--- src/rtl/aes_leak_monitor.sv ---
// Leakage monitor beside an AES core: counts start/done handshakes, flags
// side-bus observations that reproduce the loaded key, and reports protocol errors.
module aes_leak_monitor #(
  parameter int unsigned KEY_W        = 128,
  parameter int unsigned CNT_W        = 16,
  parameter int unsigned TIMEOUT      = 64,
  parameter int unsigned MATCH_THRESH = 16
) (
  input  logic             clk_i,
  input  logic             rst_i,
  input  logic [KEY_W-1:0] key_i,
  input  logic             key_load_i,
  input  logic             start_i,
  input  logic             done_i,
  input  logic             obs_valid_i,
  input  logic [KEY_W-1:0] obs_data_i,
  input  logic             clear_i,
  output logic             busy_o,
  output logic [CNT_W-1:0] enc_count_o,
  output logic             leak_alarm_o,
  output logic [7:0]       leak_hits_o,
  output logic [CNT_W-1:0] first_leak_idx_o,
  output logic             timeout_err_o,
  output logic             proto_err_o
);

  localparam int unsigned NBYTES = KEY_W / 8;
  localparam int unsigned MW     = $clog2(NBYTES + 1);
  localparam int unsigned TW     = $clog2(TIMEOUT + 1);
  localparam logic [CNT_W-1:0] CNT_MAX = '1;

  typedef enum logic {IDLE, BUSY} state_t;

  state_t            state;
  logic [KEY_W-1:0]  key_q;
  logic              key_valid;
  logic [TW-1:0]     timer;
  logic [MW-1:0]     matches_c;
  logic              hit_c;

  // Byte-wise key match count against the key held before any same-cycle load
  always_comb begin
    matches_c = '0;
    for (int b = 0; b < NBYTES; b++) begin
      if (obs_data_i[8*b +: 8] == key_q[8*b +: 8]) matches_c = matches_c + MW'(1);
    end
    hit_c = obs_valid_i && key_valid && (matches_c >= MW'(MATCH_THRESH));
  end

  always_ff @(posedge clk_i or posedge rst_i) begin
    if (rst_i) begin
      state            <= IDLE;
      key_q            <= '0;
      key_valid        <= 1'b0;
      timer            <= '0;
      busy_o           <= 1'b0;
      enc_count_o      <= '0;
      leak_alarm_o     <= 1'b0;
      leak_hits_o      <= '0;
      first_leak_idx_o <= '0;
      timeout_err_o    <= 1'b0;
      proto_err_o      <= 1'b0;
    end else if (clear_i) begin
      state            <= IDLE;
      key_q            <= '0;
      key_valid        <= 1'b0;
      timer            <= '0;
      busy_o           <= 1'b0;
      enc_count_o      <= '0;
      leak_alarm_o     <= 1'b0;
      leak_hits_o      <= '0;
      first_leak_idx_o <= '0;
      timeout_err_o    <= 1'b0;
      proto_err_o      <= 1'b0;
    end else begin
      // Leak path is independent of the handshake FSM
      if (hit_c) begin
        leak_alarm_o <= 1'b1;
        if (leak_hits_o != 8'hFF) leak_hits_o <= leak_hits_o + 8'd1;
        if (!leak_alarm_o) first_leak_idx_o <= enc_count_o;
      end

      case (state)
        IDLE: begin
          if (key_load_i) begin
            key_q     <= key_i;
            key_valid <= 1'b1;
          end
          if (done_i) proto_err_o <= 1'b1;
          if (start_i) begin
            state  <= BUSY;
            busy_o <= 1'b1;
            timer  <= '0;
          end
        end
        BUSY: begin
          if (key_load_i || start_i) proto_err_o <= 1'b1;
          // A done on the last allowed cycle still completes normally
          if (done_i) begin
            state  <= IDLE;
            busy_o <= 1'b0;
            if (enc_count_o != CNT_MAX) enc_count_o <= enc_count_o + CNT_W'(1);
          end else if (timer == TW'(TIMEOUT - 1)) begin
            state         <= IDLE;
            busy_o        <= 1'b0;
            timeout_err_o <= 1'b1;
          end else begin
            timer <= timer + TW'(1);
          end
        end
        default: begin
          state  <= IDLE;
          busy_o <= 1'b0;
        end
      endcase
    end
  end

endmodule

--- config.mk ---
export PLATFORM = sky130hd
export DESIGN_NAME = aes_leak_monitor
export DESIGN_NICKNAME = d
export VERILOG_FILES = /design/src/rtl/aes_leak_monitor.sv
export SDC_FILE = /design/constraint.sdc
export NUM_CORES = 1
export LEC_CHECK = 0
export CORE_ASPECT_RATIO = 0.9
export CORE_UTILIZATION = 52
export DETAILED_ROUTE_END_ITERATION = 10
export PLACE_DENSITY = 0.91
export SYNTH_ARGS = -nofsm -noshare
export SYNTH_HDL_FRONTEND = slang
export SYNTH_SLANG_ARGS = --single-unit
export TNS_END_PERCENT = 5
--- constraint.sdc ---
create_clock -name clk_i -period 14.3 [get_ports clk_i]
set_input_delay 2.145 -clock clk_i [delete_from_list [all_inputs] [get_ports clk_i]]
set_output_delay 2.145 -clock clk_i [all_outputs]
set_load 0.01 [all_outputs]
==> flow_summary.json <==
{
  "dominantRegCellSynth": "dfrtp_1",
  "grt_setup_unrepaired": "no",
  "path_clk_slew_ns": 0.07,
  "grt_pass1_wl_um": 44200,
  "cts_tree": "yes",
  "nets": 1525,
  "cap_violations": 0,
  "synthArstFlopShare_pct": 100,
  "area_delta_synth_final_pct": 38.0,
  "cts_hold_buf": 0,
  "period_needed_ns": 12.05,
  "startpoint_type": "primary input",
  "critPathCaptureType": "flip-flop",
  "ys_seq_area_share_pct": 44.6,
  "setup_tns_ns": 0,
  "drtIter0Drc": 621,
  "cp-startpoint": "obs_data_i[6]",
  "cts.sinks": 181,
  "wire_per_inst_um": 18.3,
  "cts_buffer_depth": 2,
  "drt-total-wl_um": 27600,
  "core_mm2": 0.0192,
  "postCtsSetupBuffers": 0,
  "first_pass_iters": 5,
  "postRouteAntennaNets": 0,
  "cts_inserted_buffers": 17,
  "syn_avg_cell_area_um2": 10.6,
  "r2r_setup_slack_ns": 3.99,
  "num-fill-cells": 1319,
  "antenna_found_initial": 0,
  "relSlewSlack_pct": 30.0,
  "clkLatencyLatePin_ns": 0.43,
  "status": "complete, no violations",
  "cp_max_fo": 16,
  "min_from": "key_valid",
  "hold_viol_final": 0,
  "fp.dieArea_mm2": 0.0201,
  "grt_pass1_vias": 8753,
  "synth-edff-count": 0,
  "io_buffers": 306,
  "yosys_warnings": 0,
  "grt_usage_pct": 28.1,
  "critPathKind": "primary input to flip-flop",
  "synth_cells": 957,
  "rr_startpoint": "key_q[6]",
  "drc": 0,
  "reg2regPathDepth": 49,
  "power_density_mw_per_mm2": 86.9,
  "max_stage_delay_ns": 0.97,
  "worst_ep_arrival_time_ns": 12.34,
  "root_buffer": "clkbuf_16",
  "cpMaxStageDelayCell": "a211oi_4",
  "hp-class": "flip-flop to flip-flop",
  "irDropWorstVdd_uv": 75.2,
  "ctsResizeCount": 0,
  "fmax_mhz": 83.0,
  "row_count": 48,
  "io_pins": 307,
  "drive_above_1_share_pct": 5.40,
  "post-route-period-util_pct": 84.3,
  "num_vias": 8615,
  "final.setup_skew_ns": 0.0147,
  "setup_viol": 0,
  "hold_ws_ns": 0.481,
  "htreeDepth": 4,
  "dp_hpwl_um": 20300,
  "cp.required_ns": 14.59,
  "grt_max_degree": 107,
  "hold_path_depth": 1,
  "die_h_um": 135,
  "synth_nets": 1236,
  "finalMaxSlewViolations": 0,
  "synth_seq_cells": 181,
  "synth_cell_types": 76,
  "grt-ovfl-total": 0,
  "die_w_um": 149,
  "gp_congestion": 0.881,
  "antenna_cells": 0,
  "p_leak_uw": 0.00597,
  "worst_slew_pin_slew_ns": 1.05,
  "cp_common_cell": "ha_1",
  "netlist_area_mm2": 0.0101,
  "routed_via_density": 5.71,
  "start_util_pct": 53.0
}
state kept, by name, summed over array words and instances, names as in the netlist:
register          cells
leak_hits_o           8
leak_alarm_o          1
key_q               128
timeout_err_o         1
busy_o                1
enc_count_o          16
timer                 7
state                 1
key_valid             1
proto_err_o           1
first_leak_idx_o     16
power breakdown:
group	internal (µW)	switching, µW	leakage, µW
logic	112	78.3	0.00324
registers	536	19.5	0.00245
clock network	262	209	0.000278
total	910	307	0.00597
critical path: cells and delay by family:
| family | cells | cell delay, ns |
|---|---|---|
| AOI/OAI and AO/OA | 16 | 3.51 |
| xor gates and xnor gates | 4 | 0.86 |
| muxes | 1 | 0.31 |
| adders and majority gates | 8 | 2.39 |
| and+or+nand+nor | 17 | 2.47 |
| buffers and inverters | 4 | 0.65 |
path summary, 6_finish.rpt:
path                                        endpoint
worst max-delay path            first_leak_idx_o[14]
worst min-delay path                       key_valid
worst max register to register  first_leak_idx_o[14]
worst min register to register             key_valid
max in group asynchronous                  key_q[15]
min in group asynchronous                  key_q[35]
synth_stat cells (6+ instances only):
cell / n / share of area, %
a21oi_1: 30 / 1.5
a22o_1: 130 / 11
a31oi_1: 6 / 0.37
and2_1: 8 / 0.49
and3_1: 12 / 0.74
clkbuf_1: 38 / 1.4
dfrtp_1: 181 / 45
ha_1: 16 / 2.0
inv_1: 17 / 0.63
mux2i_1: 22 / 2.2
nand2_1: 46 / 1.7
nand3_1: 23 / 1.1
nand4_1: 23 / 1.4
nor2_1: 77 / 2.8
nor3_1: 10 / 0.49
nor4_1: 14 / 0.86
o21ai_0: 17 / 0.84
or3_1: 12 / 0.74
xnor2_1: 101 / 8.7
xor2_1: 84 / 7.2
cell families (layout without fill, tap and decap cells):
| group | after synthesis | after routing | share of synthesized area [%] |
|---|---|---|---|
| AOI/OAI and AO/OA | 230 | 230 | 18.1 |
| adders and majority gates | 17 | 17 | 2.08 |
| DFF | 181 | 181 | 44.6 |
| buffers and inverters | 62 | 364 | 2.39 |
| muxes | 23 | 23 | 2.28 |
| and+or+nand+nor | 248 | 248 | 12.3 |
| xor gates and xnor gates | 196 | 196 | 18.2 |
layer usage:
| metal | track usage (%) | routed length (µm) | up-vias |
|---|---|---|---|
| li1 | - | - | 4060 |
| met1 | 34.5 | 11100 | 4193 |
| met2 | 49.2 | 14100 | 318 |
| met3 | 6.49 | 1830 | 44 |
| met4 | 8.50 | 578 | 0 |
| met5 | 0 | 0 | - |
final cells by class:
| cell class | instances | area [µm²] | share of cell area (%) |
|---|---|---|---|
| repair buffers | 311 | 3100 | 22.1 |
| inverters | 21 | 85.1 | 0.608 |
| flip-flops and latches | 181 | 4530 | 32.4 |
| well taps | 250 | 313 | 2.23 |
| clock buffers | 20 | 437 | 3.12 |
| multi-input cells | 714 | 5390 | 38.5 |
| clock inverters | 12 | 144 | 1.03 |
metrics by stage:
stage | cell area (µm²) | setup WS [ns] | utilization [%] | total power (µW) | std cells
detailed placement | 13400 | 1.86 | 70.0 | 755 | 1477
CTS | 14000 | 2.27 | 73.1 | 1230 | 1509
global route | 14000 | 1.37 | 73.1 | 1270 | 1509
finish | 14000 | 2.25 | 73.1 | 1220 | 1509
global placement | 13400 | 2.31 | 70.0 | 748 | 1477
floorplan | 10100 | 3.70 | - | 651 | 957
cells in the final DEF (no fill, tap or decap), types with 3 or more instances in the layout:
cell,count
a211oi_1,4
a211oi_2,3
a21oi_1,29
a22o_1,130
a31oi_1,6
and2_1,8
and3_1,11
and4_1,3
buf_4,5
clkbuf_1,3
clkbuf_16,17
clkdlybuf4s50_1,306
dfrtp_1,181
ha_1,16
inv_1,16
inv_6,5
mux2i_1,22
nand2_1,46
nand3_1,23
nand4_1,23
nor2_1,77
nor3_1,10
nor3b_1,3
nor4_1,14
nor4_2,4
o21a_1,3
o21ai_0,17
o21ai_1,4
o311ai_0,3
or2_2,3
or3_1,12
xnor2_1,101
xnor2_2,4
xor2_1,84
No activity file was read; power rests on OpenSTA's default activity.
